--- src/rtl/smvm_issue_scheduler.sv ---
// smvm_issue_scheduler: buffers SpMV nonzeros in a FIFO and issues K-lane bundles to the ALU.
// Optional stall counter output is enabled by defining SMVM_SCHED_STALL_CNT_EN.
module smvm_issue_scheduler #(
  parameter int K     = 4,
  parameter int DEPTH = 8,
  parameter int VAL_W = 8,
  parameter int COL_W = 9
) (
  input  logic               clk,
  input  logic               rst_n,
  input  logic               nz_valid,
  output logic               nz_ready,
  input  logic [VAL_W-1:0]   nz_val,
  input  logic [COL_W-1:0]   nz_col,
  input  logic               nz_ipv,
  input  logic               mat_done,
  output logic               issue_valid,
  input  logic               issue_ready,
  output logic [K*VAL_W-1:0] issue_val,
  output logic [K*COL_W-1:0] issue_col,
  output logic [K-1:0]       issue_ipv,
  output logic [K-1:0]       issue_mask,
  output logic [8:0]         row_cnt,
  output logic               busy,
`ifdef SMVM_SCHED_STALL_CNT_EN
  output logic [15:0]        stall_cnt,
`endif
  output logic               done
);

  localparam int AW = (DEPTH > 1) ? $clog2(DEPTH) : 1;
  localparam int CW = $clog2(DEPTH + 1);
  localparam logic [CW-1:0] K_CNT     = CW'(K);
  localparam logic [CW-1:0] DEPTH_CNT = CW'(DEPTH);

  typedef enum logic [1:0] {S_IDLE, S_RUN, S_FLUSH, S_DONE} state_t;

  state_t state_q, state_d;

  logic [VAL_W-1:0] val_mem [DEPTH];
  logic [COL_W-1:0] col_mem [DEPTH];
  logic             ipv_mem [DEPTH];

  logic [AW-1:0] wr_ptr_q, wr_ptr_d;
  logic [AW-1:0] rd_ptr_q, rd_ptr_d;
  logic [CW-1:0] count_q, count_d;

  logic               issue_valid_q, issue_valid_d;
  logic [K*VAL_W-1:0] issue_val_q, issue_val_d;
  logic [K*COL_W-1:0] issue_col_q, issue_col_d;
  logic [K-1:0]       issue_ipv_q, issue_ipv_d;
  logic [K-1:0]       issue_mask_q, issue_mask_d;
  logic [8:0]         row_cnt_q, row_cnt_d;

  logic               accepting;
  logic               push;
  logic               slot_free;
  logic               load;
  logic               fire;
  logic [CW-1:0]      take_n;
  logic [CW-1:0]      pop_n;
  logic [8:0]         ipv_sum;
  logic [K*VAL_W-1:0] lane_val;
  logic [K*COL_W-1:0] lane_col;
  logic [K-1:0]       lane_ipv;
  logic [K-1:0]       lane_mask;

  assign accepting = (state_q == S_IDLE) || (state_q == S_RUN);
  // Ready looks only at the registered count, so a same-cycle pop never frees a slot.
  assign nz_ready  = rst_n && accepting && (count_q < DEPTH_CNT);
  assign push      = nz_valid && nz_ready;
  assign slot_free = !issue_valid_q || issue_ready;
  assign fire      = issue_valid_q && issue_ready;
  assign take_n    = (count_q >= K_CNT) ? K_CNT : count_q;
  assign load      = slot_free && ((count_q >= K_CNT) || ((state_q == S_FLUSH) && (count_q != '0)));
  assign pop_n     = load ? take_n : '0;

  always_ff @(posedge clk) begin
    if (push) begin
      val_mem[wr_ptr_q] <= nz_val;
      col_mem[wr_ptr_q] <= nz_col;
      ipv_mem[wr_ptr_q] <= nz_ipv;
    end
  end

  // Lane gi reads the gi-th oldest entry; lane 0 lands in the most significant slot.
  genvar gi;
  for (gi = 0; gi < K; gi++) begin : g_lane
    logic [AW-1:0] idx;
    logic          use_lane;
    assign idx      = rd_ptr_q + AW'(gi);
    assign use_lane = (CW'(gi) < take_n);
    assign lane_val[(K-1-gi)*VAL_W +: VAL_W] = use_lane ? val_mem[idx] : '0;
    assign lane_col[(K-1-gi)*COL_W +: COL_W] = use_lane ? col_mem[idx] : '0;
    assign lane_ipv[K-1-gi]  = use_lane & ipv_mem[idx];
    assign lane_mask[K-1-gi] = use_lane;
  end

  always_comb begin
    ipv_sum = '0;
    for (int i = 0; i < K; i++) begin
      ipv_sum = ipv_sum + 9'(issue_ipv_q[i]);
    end
  end

  always_comb begin
    state_d = state_q;
    case (state_q)
      S_IDLE: begin
        if (mat_done)  state_d = S_FLUSH;
        else if (push) state_d = S_RUN;
      end
      S_RUN: begin
        if (mat_done) state_d = S_FLUSH;
      end
      S_FLUSH: begin
        if ((count_q == '0) && slot_free) state_d = S_DONE;
      end
      S_DONE:  state_d = S_IDLE;
      default: state_d = S_IDLE;
    endcase
  end

  always_comb begin
    wr_ptr_d      = wr_ptr_q + AW'(push);
    rd_ptr_d      = rd_ptr_q + AW'(pop_n);
    count_d       = count_q + CW'(push) - pop_n;
    issue_valid_d = issue_valid_q;
    issue_val_d   = issue_val_q;
    issue_col_d   = issue_col_q;
    issue_ipv_d   = issue_ipv_q;
    issue_mask_d  = issue_mask_q;
    if (load) begin
      issue_valid_d = 1'b1;
      issue_val_d   = lane_val;
      issue_col_d   = lane_col;
      issue_ipv_d   = lane_ipv;
      issue_mask_d  = lane_mask;
    end else if (fire) begin
      issue_valid_d = 1'b0;
      issue_val_d   = '0;
      issue_col_d   = '0;
      issue_ipv_d   = '0;
      issue_mask_d  = '0;
    end
    row_cnt_d = row_cnt_q;
    if (push && (state_q == S_IDLE)) row_cnt_d = '0;
    else if (fire)                   row_cnt_d = row_cnt_q + ipv_sum;
  end

  always_ff @(posedge clk) begin
    if (!rst_n) begin
      state_q       <= S_IDLE;
      wr_ptr_q      <= '0;
      rd_ptr_q      <= '0;
      count_q       <= '0;
      issue_valid_q <= 1'b0;
      issue_val_q   <= '0;
      issue_col_q   <= '0;
      issue_ipv_q   <= '0;
      issue_mask_q  <= '0;
      row_cnt_q     <= '0;
    end else begin
      state_q       <= state_d;
      wr_ptr_q      <= wr_ptr_d;
      rd_ptr_q      <= rd_ptr_d;
      count_q       <= count_d;
      issue_valid_q <= issue_valid_d;
      issue_val_q   <= issue_val_d;
      issue_col_q   <= issue_col_d;
      issue_ipv_q   <= issue_ipv_d;
      issue_mask_q  <= issue_mask_d;
      row_cnt_q     <= row_cnt_d;
    end
  end

`ifdef SMVM_SCHED_STALL_CNT_EN
  logic [15:0] stall_q, stall_d;

  always_comb begin
    stall_d = stall_q;
    if (push && (state_q == S_IDLE))                          stall_d = '0;
    else if (issue_valid_q && !issue_ready && (stall_q != 16'hFFFF)) stall_d = stall_q + 16'd1;
  end

  always_ff @(posedge clk) begin
    if (!rst_n) stall_q <= '0;
    else        stall_q <= stall_d;
  end

  assign stall_cnt = stall_q;
`endif

  assign issue_valid = issue_valid_q;
  assign issue_val   = issue_val_q;
  assign issue_col   = issue_col_q;
  assign issue_ipv   = issue_ipv_q;
  assign issue_mask  = issue_mask_q;
  assign row_cnt     = row_cnt_q;
  assign busy        = (state_q != S_IDLE);
  assign done        = (state_q == S_DONE);

endmodule

--- config.mk ---
export PLATFORM = sky130hd
export DESIGN_NAME = smvm_issue_scheduler
export DESIGN_NICKNAME = d
export VERILOG_FILES = /design/src/rtl/smvm_issue_scheduler.sv
export SDC_FILE = /design/constraint.sdc
export NUM_CORES = 1
export LEC_CHECK = 0
export ABC_AREA = 1
export ABC_CLOCK_PERIOD_IN_PS = 3500
export CAP_MARGIN = 20
export CORE_ASPECT_RATIO = 0.9
export CORE_UTILIZATION = 30
export CTS_BUF_LIST = sky130_fd_sc_hd__clkbuf_4
export DETAILED_ROUTE_END_ITERATION = 12
export GPL_ROUTABILITY_DRIVEN = 0
export PLACE_DENSITY = 0.46
export SYNTH_ARGS = -nofsm -noshare
export SYNTH_HDL_FRONTEND = slang
export SYNTH_SLANG_ARGS = --single-unit
--- constraint.sdc ---
create_clock -name clk -period 3.5 [get_ports clk]
set_input_delay 0.525 -clock clk [delete_from_list [all_inputs] [get_ports clk]]
set_output_delay 0.525 -clock clk [all_outputs]
set_load 0.02 [all_outputs]
==> summary by stage <==
Outcome
The flow ran to the end, and the final reports show no timing, DRC or antenna violations.

Critical path
STA classifies the critical path startpoint as a register. The worst register-to-register path has a setup slack of 930 ps. For the worst flop-to-flop path, the logic depth is 11. At the worst endpoint, the required time is 2970 ps.

The worst endpoint data arrival time is ~2200 ps. The critical register-to-register path endpoint is count_q[2]$_SDFF_PN0_. The classification of the worst setup path is reg2out. In this run the critical register-to-register path is launched from state_q[0]$_SDFFE_PN0P_.

The maximum fanout along the worst path is 4. The capturing element type of the critical path is an output port.

CTS
Clock-pin slew was measured on the worst setup and hold paths at 60 ps. TritonCTS built the clock tree. Buffers added to address setup during post-CTS repair amount to 0. The clock root buffer is clkbuf_4. The maximum count of clock buffers along a single path is 3. The number of gates resized after CTS was 0. CTS built an H-tree with a depth of 3. Clock latency on the worst-skew pair, taken at its later pin, is ~720 ps. The clock buffer count from CTS is between 70 and 80. The number of clock sinks is about 240. The hold buffer count at CTS is 0.

Placed design
The cell count after placement is between 2000 and 2500. The placed wire-length estimate is ~28000 um. Buffers placed on the I/O ports in this run total about 110. Once placement finished, the instance area stood at ~14000 sq um. The worst slack after detailed placement is 493 ps.

Layout
In the final layout, the share of cells above drive strength 1 is between 10% and 20%. The finished cells cover 15000 sq um. The final layout contains ~1700 nets. The layout overhead on the synthesized area is 19.8%. The fill cell total of the finished layout is ~4300.

The finished layout holds between 2000 and 2500 standard cells, fillers aside.

Drt
The routed metal-1 wire length is between 15000 and 20000 um. The first routing iteration left 1043 violations. In the final routed layout, each cell accounts on average for roughly 19 um. The total vias in the final route is roughly 12000. The number of iterations in the first detailed-routing pass is 7.

After detailed routing, no signal wire sits above met4. After detailed routing, the number of remaining DRC violations is 0. The count of nets left with antenna violations once routing finished came out at 0.

The via-per-instance ratio is between 5 and 6. Summed over all layers, the routed wires come to about 42000 um. The routed design uses 3660 um of met3 wire. The met2 wirelength from detailed routing is roughly 18000 um.

Yosys
The combinational family with the most area after synthesis is simple AND/OR/NAND/NOR gates. The mean instance size in the synthesized netlist is 7.99 sq um. Yosys mapped the design onto 37 distinct sky130hd cell types. The area share of the largest cell type after synthesis is 34.6%. The share of synthesized cell area in full adder, half adder and majority cells is 2.35%. The portion of the post-synthesis area used by sequential elements is around half. The number of synthesized flops with an enable pin is roughly 140. For this run, the number of Yosys warnings is 0. The xor and xnor fraction of the mapped netlist area is less than 1%. Summing the areas of all compound-gate instances in the mapped netlist gives 3.81% of the synthesized area. Ranked by total cell area, the synthesized netlist is headed by edfxtp_1 35%, nand3_1 18%, nand2_1 16%, dfxtp_1 16%, a21oi_1 3.4%. Counting instances in the post-synthesis netlist gives the leading cell types as 523 x nand2_1, 444 x nand3_1, 144 x edfxtp_1, 98 x dfxtp_1, 86 x a21oi_1.

Among all cell types in the netlist, the one instantiated most often is nand2_1. The post-synthesis cell type with the largest combined area is edfxtp_1. After synthesis the cells add up to 12500 sq um. The number of register bits inferred by synthesis is 242. The multiplexer fraction of the synthesized cell area is less than 1%. Counting flops with an async set or reset pin after synthesis yields a share of 0%. The gate count of the mapped netlist is between 1500 and 2000.

Among all flip-flop cells after synthesis, the most frequent one is edfxtp_1. The net count after synthesis is approximately 1600. The synthesized netlist devotes around 37% of its cell area to simple gates.

Die
The number of cell rows is 70. The number of top-level pins is approximately 110. The core region is approximately 41000 sq um.

The die is about 200 um tall. The initial core utilization is approximately 30%. Measured along the x axis, the die boundary spans 217 um. The die footprint is between 40000 and 50000 sq um.

Power
The switching share of total power is 43.0%. The clock power share is about a quarter. The fraction of power consumed by combinational cells is 43.5%. The internal power contribution is between 6000 and 7000 uW. Across the VDD grid, the largest voltage drop is roughly 460 uV.

The analysis attributes to cell leakage a power of 0.00599 uW. The analysis attributes to net switching a power of approximately 4900 uW. For this design the ratio of total power to cell area is 763 nW/um^2. The sequential share of power is 32.4%.

Global routing
The first-pass GRT wire length is roughly 65000 um. The initial antenna violation count is 2. Entering global routing, the biggest net connects about 150 pins. The aggregate global routing overflow is 0. The overall routing resource usage is 20.2%. The number of global-route vias before repair is between 10000 and 15000.

Run
Across the run, the number of max-cap violations was 0.

STA
After routing, the total negative slack on setup checks comes to 0 ps. The setup skew after layout is between 40 and 50 ps. The final count of hold timing violations is 0. The max-slew violation count came to 0. Derived from the worst setup path, the maximum achievable clock frequency is 0.371 GHz.

Setup repair after global routing left no endpoint under its margin. The post-route worst setup slack is ~800 ps. In this run the tightest slew margin relative to its limit is around two fifths. Dividing the final minimum period by the clock period gives about 77%. Counting I/O delays and the setup requirement, the final critical path takes 2700 ps. The pin slew with the least headroom to its limit is between 900 and 1000 ps.

The worst slack on hold paths is roughly 470 ps. The count of endpoints failing setup in the final report is 0.

Hold path
Counting instances, the worst hold path has a depth of 2. The class of the tightest hold or removal check is reg2reg. The endpoint of the worst hold-timing path is issue_mask[3]$_SDFFE_PN0P_. The critical hold path startpoint is issue_mask[3]$_SDFFE_PN0P_.
[layout by cell type (no fill, tap or decap), drive strengths merged]
| master | count |
|---|---|
| dfxtp | 98 |
| bufinv | 2 |
| nand3 | 444 |
| nor3b | 1 |
| fa | 4 |
| nor2 | 73 |
| clkinv | 12 |
| xnor2 | 1 |
| a21boi | 1 |
| or2 | 2 |
| xor2 | 4 |
| buf | 27 |
| nor3 | 3 |
| o21bai | 1 |
| ha | 17 |
| clkbuf | 105 |
| nand2 | 530 |
| clkinvlp | 1 |
| nand4 | 4 |
| diode | 2 |
| a211oi | 1 |
| nand3b | 1 |
| edfxtp | 144 |
| inv | 53 |
| clkdlybuf4s50 | 111 |
| a21oi | 86 |
| o21ai | 3 |
| mux2i | 1 |
[worst max-delay path by stage]
stage,from,end,slack [ps],depth (start not counted)
floorplan,state_q[0]$_SDFFE_PN0P_,count_q[2]$_SDFF_PN0_,1110,14
global placement,rst_n,count_q[2]$_SDFF_PN0_,520,11
detailed placement,rst_n,col_mem[4][1]$_DFFE_PP_,490,7
CTS,state_q[0]$_SDFFE_PN0P_,nz_ready,730,5
global route,state_q[0]$_SDFFE_PN0P_,nz_ready,620,5
finish,state_q[0]$_SDFFE_PN0P_,nz_ready,800,5
[power by group through the flow]
| stage | registers, uW | clock network (uW) | logic [uW] |
|---|---|---|---|
| after CTS | 3710 | 2850 | 4950 |
| after global routing | 3750 | 3020 | 5460 |
| after floorplan | 4040 | 0 | 2790 |
| final | 3700 | 2750 | 4960 |
| after detailed placement | 3770 | 0 | 4940 |
| after global placement | 3760 | 0 | 4940 |
[area by class of cell]
| cell class | count | area, sq um | share of cell area (%) |
|---|---|---|---|
| Timing Repair Buffer | 138 | 1390 | 9.28 |
| Clock buffer | 105 | 788 | 5.27 |
| Clock inverter | 17 | 121 | 0.811 |
| Antenna cell | 2 | 5.00 | 0.0335 |
| Tap cell | 540 | 676 | 4.52 |
| Sequential cell | 242 | 6290 | 42.0 |
| Multi-Input combinational cell | 1177 | 5490 | 36.7 |
| Inverter | 51 | 195 | 1.30 |
[logic make-up after synthesis]
kind of cell,count (synthesis)
simple gates,1058
flops,242
buf+inv,143
compound gates,92
fa+ha+maj,21
xor+xnor,5
mux,1
[sequential cells by signal, indices dropped and copies added (netlist names)]
| signal | cells |
|---|---|
| issue_ipv | 4 |
| issue_val | 32 |
| wr_ptr_q | 3 |
| issue_valid | 1 |
| ipv_mem | 8 |
| state_q | 2 |
| val_mem | 64 |
| count_q | 4 |
| issue_col | 36 |
| row_cnt | 9 |
| col_mem | 72 |
| issue_mask | 4 |
| rd_ptr_q | 3 |
[metal layers]
metal / vias up / GRT usage [%]
met5: - / 0
met4: 0 / 7.85
met3: 85 / 5.36
met2: 458 / 29.4
met1: 5394 / 28.4
li1: 5605 / -
[worst max-delay path: stages (launching register included)]
cell and delay, ps:
dfxtp_1 380, inv_1 100, ha_1 230, nor2_1 180
nor3_1 70, clkdlybuf4s50_1 540
[metrics by stage]
step | utilization, % | total power, uW
after floorplan | - | 6830
after global placement | 34.4 | 8700
after detailed placement | 34.4 | 8710
after CTS | 36.6 | 11500
after global routing | 36.6 | 12200
final | 36.6 | 11400
No activity file was read; power rests on OpenSTA's default activity.
